$ cat src/rtl/tdm_ser.sv
// Purpose : frame-parallel to TDM-serial converter with a 2-deep frame buffer and underrun handling.
// Latency : one clk from a bit_en strobe to the registered fs/tdmout update.
// Backpress: ready drops while the frame buffer holds two frames; valid without ready is ignored.
//
// Ports:
//   clk, rstn         clock and synchronous active-low reset
//   enable            block enable; low clears the block on the next clk
//   bit_en            one strobe per TDM bit period
//   valid/ready/pdata frame handshake; slot c = pdata[c*WORD_W +: WORD_W]
//   fs, tdmout        registered frame sync and serial data
//   retransIncr       one-clk pulse per frame boundary that repeats the held frame
//   underrunIncr      one-clk pulse per frame boundary that found the buffer empty
module tdm_ser #(
  parameter int CHANNELS        = 8,
  parameter int WORD_W          = 32,
  parameter int MSB_FIRST       = 0,
  parameter int FS_LONG         = 0,
  parameter int REPEAT_UNDERRUN = 1
) (
  input  logic                         clk,
  input  logic                         rstn,
  input  logic                         enable,
  input  logic                         bit_en,
  input  logic                         valid,
  output logic                         ready,
  input  logic [CHANNELS*WORD_W-1:0]   pdata,
  output logic                         fs,
  output logic                         tdmout,
  output logic                         retransIncr,
  output logic                         underrunIncr
);

  localparam int FRAME_BITS = CHANNELS * WORD_W;
  localparam int CW         = (FRAME_BITS > 1) ? $clog2(FRAME_BITS) : 1;
  localparam int BW         = (WORD_W > 1) ? $clog2(WORD_W) : 1;

  localparam logic [0:0] IDLE = 1'b0;
  localparam logic [0:0] SEND = 1'b1;

  logic [0:0]            state;
  logic [CW-1:0]         cnt;     // bit position within the frame
  logic [BW-1:0]         bpos;    // bit position within the current slot (cnt mod WORD_W)
  logic [1:0]            occ;     // frame buffer occupancy, 0..2
  logic [FRAME_BITS-1:0] ent0;    // buffer head
  logic [FRAME_BITS-1:0] ent1;
  logic [FRAME_BITS-1:0] frame;   // frame currently being shifted out

  logic                  push;
  logic                  pop;
  logic                  strobe;
  logic                  boundary;
  logic [FRAME_BITS-1:0] frame_nxt;
  logic [CW-1:0]         idx;

  // Depends on registered occupancy only, never on this cycle's pop.
  assign ready = rstn && enable && (occ != 2'd2);
  assign push  = valid && ready;

  // A strobe shifts a bit when already sending, or starts sending when a frame is waiting.
  // cnt is held at 0 in IDLE, so the start cycle is also a frame boundary.
  assign strobe   = bit_en && ((state == SEND) || (occ != 2'd0));
  assign boundary = strobe && (cnt == '0);
  assign pop      = boundary && (occ != 2'd0);

  // At a boundary the bit for index 0 must come from the frame being loaded now.
  always_comb begin
    frame_nxt = frame;
    if (boundary) begin
      if (pop) begin
        frame_nxt = ent0;
      end else if (REPEAT_UNDERRUN == 0) begin
        frame_nxt = '0;
      end
    end
  end

  // MSB-first mirrors the bit inside its slot: slot_base + (WORD_W-1-bpos) = cnt + WORD_W-1 - 2*bpos.
  always_comb begin
    idx = cnt;
    if (MSB_FIRST != 0) begin
      idx = cnt + CW'(WORD_W - 1) - (CW'(bpos) << 1);
    end
  end

  always_ff @(posedge clk) begin
    if (!rstn || !enable) begin
      state        <= IDLE;
      cnt          <= '0;
      bpos         <= '0;
      occ          <= 2'd0;
      ent0         <= '0;
      ent1         <= '0;
      frame        <= '0;
      fs           <= 1'b0;
      tdmout       <= 1'b0;
      retransIncr  <= 1'b0;
      underrunIncr <= 1'b0;
    end else begin
      retransIncr  <= boundary && !pop && (REPEAT_UNDERRUN != 0);
      underrunIncr <= boundary && !pop;

      if (strobe) begin
        state  <= SEND;
        frame  <= frame_nxt;
        tdmout <= frame_nxt[idx];
        if (FS_LONG != 0) begin
          fs <= ({1'b0, cnt} < (CW+1)'(WORD_W));
        end else begin
          fs <= (cnt == '0);
        end
        cnt  <= (cnt == CW'(FRAME_BITS - 1)) ? '0 : cnt + CW'(1);
        bpos <= (bpos == BW'(WORD_W - 1)) ? '0 : bpos + BW'(1);
      end

      case ({push, pop})
        2'b10: begin
          if (occ == 2'd0) begin
            ent0 <= pdata;
          end else begin
            ent1 <= pdata;
          end
          occ <= occ + 2'd1;
        end
        2'b01: begin
          ent0 <= ent1;
          occ  <= occ - 2'd1;
        end
        // Push and pop together only happens at occupancy 1: the new frame becomes the head.
        2'b11: ent0 <= pdata;
        default: ;
      endcase
    end
  end

endmodule

$ cat config.mk
export PLATFORM = sky130hd
export DESIGN_NAME = tdm_ser
export DESIGN_NICKNAME = d
export VERILOG_FILES = /design/src/rtl/tdm_ser.sv
export SDC_FILE = /design/constraint.sdc
export NUM_CORES = 2
export LEC_CHECK = 0
export CAP_MARGIN = 20
export CORE_MARGIN = 10
export CORE_UTILIZATION = 30
export DETAILED_ROUTE_END_ITERATION = 10
export PLACE_DENSITY = 0.45
export SLEW_MARGIN = 20
export SYNTH_ARGS = -nofsm -noshare
export SYNTH_HDL_FRONTEND = slang
export SYNTH_SLANG_ARGS = --single-unit
$ cat constraint.sdc
create_clock -name clk -period 6.25 [get_ports clk]
set_input_delay 0.9375 -clock clk [delete_from_list [all_inputs] [get_ports clk]]
set_output_delay 0.9375 -clock clk [all_outputs]
set_load 0.01 [all_outputs]
==> impl_metrics.prom <==
# TYPE chip_impl_metric gauge
chip_impl_info{name="outcome",value="finished clean"} 1
chip_impl_metric{name="worstPathRequired",unit="ns"} 6.75
chip_impl_metric{name="setup_viol_count_final",unit=""} 0
chip_impl_metric{name="post-dp-hpwl",unit="um"} 67200
chip_impl_metric{name="hold_violations",unit=""} 0
chip_impl_metric{name="detailroute.via_count",unit=""} 26388
chip_impl_metric{name="numCtsBuffers",unit=""} 90
chip_impl_metric{name="max_freq",unit="MHz"} 223
chip_impl_metric{name="design.final.nets",unit=""} 4113
chip_impl_info{name="ctsRootBufferMaster",value="sky130_fd_sc_hd__clkbuf_16"} 1
chip_impl_metric{name="worst_slew_pin_slew",unit="ns"} 1.09
chip_impl_metric{name="cts_max_level",unit=""} 3
chip_impl_metric{name="cts_max_path_buffers",unit=""} 3
chip_impl_metric{name="cellPowerDensity",unit="nW/um2"} 282
chip_impl_metric{name="slew-limit-headroom",unit=""} 0.272
chip_impl_metric{name="final_cells",unit=""} 5323
chip_impl_metric{name="maxSlewViolCount",unit=""} 0
chip_impl_info{name="path_class",value="reg2reg"} 1
chip_impl_info{name="synthTopCellsByArea",value="sky130_fd_sc_hd__dfxtp_1 49%, sky130_fd_sc_hd__mux2i_1 12%, sky130_fd_sc_hd__nand2_1 11%, sky130_fd_sc_hd__a21oi_1 7.3%, sky130_fd_sc_hd__a211oi_1 6.1%"} 1
chip_impl_metric{name="clk_latency",unit="ns"} 0.66
chip_impl_metric{name="drc",unit=""} 0
chip_impl_metric{name="cts_hold_buffers",unit=""} 0
chip_impl_metric{name="cts.sinks",unit=""} 782
chip_impl_metric{name="finalWeightedCongestion",unit=""} 0.751
chip_impl_metric{name="leakage",unit="nW"} 11.7
chip_impl_metric{name="grt_antenna_before_repair",unit=""} 9
chip_impl_info{name="synthFlopType",value="sky130_fd_sc_hd__dfxtp_1"} 1
chip_impl_metric{name="floorplan.initialDensity",unit=""} 0.302
chip_impl_metric{name="die_area",unit="um2"} 121000
chip_impl_metric{name="setup_tns",unit="ns"} 0
chip_impl_metric{name="r2r_setup_slack",unit="ns"} 1.77
chip_impl_metric{name="die-height",unit="um"} 348
chip_impl_metric{name="layout-drive-gt1-share",unit=""} 0.0580
chip_impl_info{name="endpoint_kind_of_the_worst_setup_timing_path",value="flip-flop"} 1
chip_impl_metric{name="synth_async_sr_flop_share",unit=""} 0
chip_impl_metric{name="finalWorstSetupSlack",unit="ns"} 1.77
chip_impl_metric{name="detailedPlace.worstSlack",unit="ns"} 1.47
chip_impl_metric{name="min_period",unit="ns"} 4.48
chip_impl_metric{name="drt_first_pass_iters",unit=""} 5
chip_impl_metric{name="largest_net_degree_at_the_start_of_global_routing",unit=""} 214
chip_impl_info{name="synth_area_leader_cell",value="sky130_fd_sc_hd__dfxtp_1"} 1
chip_impl_metric{name="number_of_distinct_library_cells_after_synthesis",unit=""} 67
chip_impl_metric{name="vias_per_cell",unit=""} 4.96
chip_impl_info{name="cts_tree",value="built"} 1
chip_impl_metric{name="flow.area_growth_from_synthesis",unit="%"} 20.6
chip_impl_metric{name="max-vdd-ir-drop",unit="uV"} 168
chip_impl_metric{name="max_cap_viol_count",unit=""} 0
chip_impl_metric{name="design.portCount",unit=""} 266
chip_impl_metric{name="detailed_route_iter0_violations",unit=""} 1903
chip_impl_metric{name="overflow",unit=""} 0
chip_impl_metric{name="post-cts-setup-buffer-count",unit=""} 0
chip_impl_metric{name="first_global_vias",unit=""} 24871
chip_impl_metric{name="synth_enable_flop_cells",unit=""} 0
chip_impl_metric{name="timing.reg2reg.worst_path_depth",unit=""} 13
chip_impl_metric{name="syn-mean-instance-area",unit="um2"} 8.54
chip_impl_metric{name="core_area",unit="um2"} 107000
chip_impl_metric{name="synth_nets",unit=""} 4039
chip_impl_metric{name="synth_top_area_frac",unit=""} 0.486
chip_impl_metric{name="post_drt_antenna_nets",unit=""} 0
chip_impl_metric{name="post_synth_instance_area",unit="um2"} 32200
chip_impl_metric{name="wire_length_of_the_first_global_routing_pass",unit="um"} 159000
chip_impl_metric{name="clk_pin_slew_worst_paths",unit="ns"} 0.06
chip_impl_metric{name="hold_depth",unit=""} 2
chip_impl_metric{name="floorplan.die.width",unit="um"} 348
chip_impl_metric{name="seq_area_frac_synth",unit=""} 0.486
chip_impl_metric{name="drt-total-wl",unit="um"} 105000
chip_impl_metric{name="syn-instance-count",unit=""} 3774
chip_impl_metric{name="ys_warn_count",unit=""} 0
chip_impl_metric{name="groute.usage.overall",unit=""} 0.167
chip_impl_metric{name="final_core_util",unit=""} 0.364
chip_impl_metric{name="placedCellCount",unit=""} 5159
chip_impl_metric{name="floorplan.rows",unit=""} 120
chip_impl_info{name="setup_repair_after_global_routing_missed_its_margin",value="false"} 1
chip_impl_metric{name="route.detailed.wl_per_inst",unit="um"} 19.8
chip_impl_metric{name="io_buffers",unit=""} 265
chip_impl_metric{name="cts_resized",unit=""} 0
chip_impl_metric{name="critical_path.max_fanout",unit=""} 34
chip_impl_metric{name="layout_worst_path_cycle_share",unit=""} 0.717
chip_impl_info{name="worstHoldPathType",value="reg2reg"} 1
chip_impl_metric{name="clock_skew",unit="ns"} 0.0336
chip_impl_metric{name="synth-seq-cells",unit=""} 782
chip_impl_metric{name="timing.critical_path.arrival",unit="ns"} 4.98
chip_impl_info{name="worst_setup_path_start_kind",value="flip-flop"} 1
## cells by family after synthesis
logic type | after synthesis | share of synthesized area
AND/OR/NAND/NOR | 1388 | 0.169
buffers and inverters | 330 | 0.0425
XOR/XNOR | 6 | 0.00163
AO/OA/AOI/OAI | 864 | 0.165
adder cells (fa/ha/maj) | 4 | 0.00155
flip-flops | 782 | 0.486
multiplexers | 400 | 0.135
## cell usage in the layout, fill, tap and decap left out, types with 6 or more instances in the layout
master,netlist,layout
sky130_fd_sc_hd__nand4_1,9,9
sky130_fd_sc_hd__buf_12,0,17
sky130_fd_sc_hd__a22oi_1,7,7
sky130_fd_sc_hd__and3_1,10,10
sky130_fd_sc_hd__o21ai_0,10,10
sky130_fd_sc_hd__buf_4,12,22
sky130_fd_sc_hd__clkbuf_16,0,93
sky130_fd_sc_hd__o21ai_1,7,6
sky130_fd_sc_hd__o211ai_1,9,9
sky130_fd_sc_hd__o221ai_1,16,16
sky130_fd_sc_hd__a21oi_1,468,468
sky130_fd_sc_hd__mux2i_1,371,371
sky130_fd_sc_hd__clkbuf_1,247,28
sky130_fd_sc_hd__a31oi_1,19,19
sky130_fd_sc_hd__dfxtp_1,782,779
sky130_fd_sc_hd__nor3_1,8,7
sky130_fd_sc_hd__o22ai_1,11,11
sky130_fd_sc_hd__nor2_1,359,351
sky130_fd_sc_hd__clkdlybuf4s50_1,0,265
sky130_fd_sc_hd__nand3_1,61,60
sky130_fd_sc_hd__a211oi_1,264,264
sky130_fd_sc_hd__mux4_2,27,27
sky130_fd_sc_hd__clkinv_2,0,12
sky130_fd_sc_hd__clkbuf_8,0,19
sky130_fd_sc_hd__nand2_1,915,913
## cell usage after synthesis (3+ instances only)
cell and count:
sky130_fd_sc_hd__o32ai_1 3, sky130_fd_sc_hd__nor3_1 8, sky130_fd_sc_hd__o31a_1 3, sky130_fd_sc_hd__and3_1 10
sky130_fd_sc_hd__inv_1 5, sky130_fd_sc_hd__nor4_1 5, sky130_fd_sc_hd__nand2_1 915, sky130_fd_sc_hd__buf_4 12
sky130_fd_sc_hd__o31ai_1 3, sky130_fd_sc_hd__o21a_1 3, sky130_fd_sc_hd__xor2_1 3, sky130_fd_sc_hd__dfxtp_1 782
sky130_fd_sc_hd__mux4_2 27, sky130_fd_sc_hd__buf_2 45, sky130_fd_sc_hd__o221ai_1 16, sky130_fd_sc_hd__o21ai_0 10
sky130_fd_sc_hd__clkbuf_1 247, sky130_fd_sc_hd__nor2_1 359, sky130_fd_sc_hd__o211ai_1 9, sky130_fd_sc_hd__nand3_1 61
sky130_fd_sc_hd__xnor2_1 3, sky130_fd_sc_hd__o21ai_1 7, sky130_fd_sc_hd__buf_6 4, sky130_fd_sc_hd__mux2i_1 371
sky130_fd_sc_hd__o2111ai_1 5, sky130_fd_sc_hd__o22ai_1 11, sky130_fd_sc_hd__a221oi_1 4, sky130_fd_sc_hd__buf_1 14
sky130_fd_sc_hd__a211oi_1 264, sky130_fd_sc_hd__nand4_1 9, sky130_fd_sc_hd__a2111oi_0 3, sky130_fd_sc_hd__or3_1 4
sky130_fd_sc_hd__ha_1 4, sky130_fd_sc_hd__a21boi_0 3, sky130_fd_sc_hd__a21oi_1 468, sky130_fd_sc_hd__a31oi_1 19
sky130_fd_sc_hd__a22oi_1 7, sky130_fd_sc_hd__nor2b_1 4, sky130_fd_sc_hd__a32oi_1 3
## worst max-delay path, stage by stage, from the launching register on
cell                        delay [ns]
sky130_fd_sc_hd__dfxtp_4          0.50
sky130_fd_sc_hd__inv_2            0.11
sky130_fd_sc_hd__ha_1             0.16
sky130_fd_sc_hd__or4b_4           0.50
sky130_fd_sc_hd__nor3_4           0.46
sky130_fd_sc_hd__buf_4            0.51
sky130_fd_sc_hd__buf_4            0.41
sky130_fd_sc_hd__mux2i_1          0.30
sky130_fd_sc_hd__mux4_2           0.28
sky130_fd_sc_hd__a21oi_1          0.07
sky130_fd_sc_hd__a2111oi_0        0.44
sky130_fd_sc_hd__a311oi_1         0.14
sky130_fd_sc_hd__nor4_1           0.30
sky130_fd_sc_hd__o22ai_1          0.11
## cell type report
| class | count | area (um2) |
|---|---|---|
| antenna | 3 | 7.51 |
| clock inverter | 21 | 225 |
| multi-input combinational | 2662 | 15300 |
| clock buffer | 140 | 2690 |
| inverter | 8 | 38.8 |
| timing repair buffer | 304 | 3160 |
| sequential | 782 | 15700 |
| fill | 10986 | 68000 |
| tap | 1403 | 1760 |
## sequential cells by signal, indices dropped and copies added, names as in the netlist
signal and flops:
ent1 256, frame 256, underrunIncr 1, occ 2, ent0 256, fs 1
cnt 8, tdmout 1, state 1
## worst paths after layout
check | start | endpoint
worst max-delay path | cnt[1] | tdmout
worst min-delay path | frame[232] | frame[232]
worst max register to register | cnt[1] | tdmout
worst min register to register | frame[232] | frame[232]
## layer usage
layer  global-route usage  part of all wire  vias up
met5                    0           0.00040        -
met4               0.0455             0.021        6
met3               0.0316             0.053      126
met2                0.248              0.43      590
met1                0.244              0.50    12423
li1                     -                 -    13243
## stage by stage
step / cell area (um2) / power, mW / hold WS (ns)
floorplan: 32200 / 5.50 / 0.429
global placement: 35900 / 5.83 / 0.439
detailed placement: 35900 / 5.84 / 0.446
CTS: 38900 / 11.1 / 0.454
global route: 38900 / 11.4 / 0.466
finish: 38900 / 11.0 / 0.451
## power by group
group	leakage, nW	switching (mW)	internal (mW)
clock	1.43	2.13	3.12
combinational	3.91	0.361	0.272
sequential	6.31	0.0468	5.04
Power figures use the tool's default switching activity.
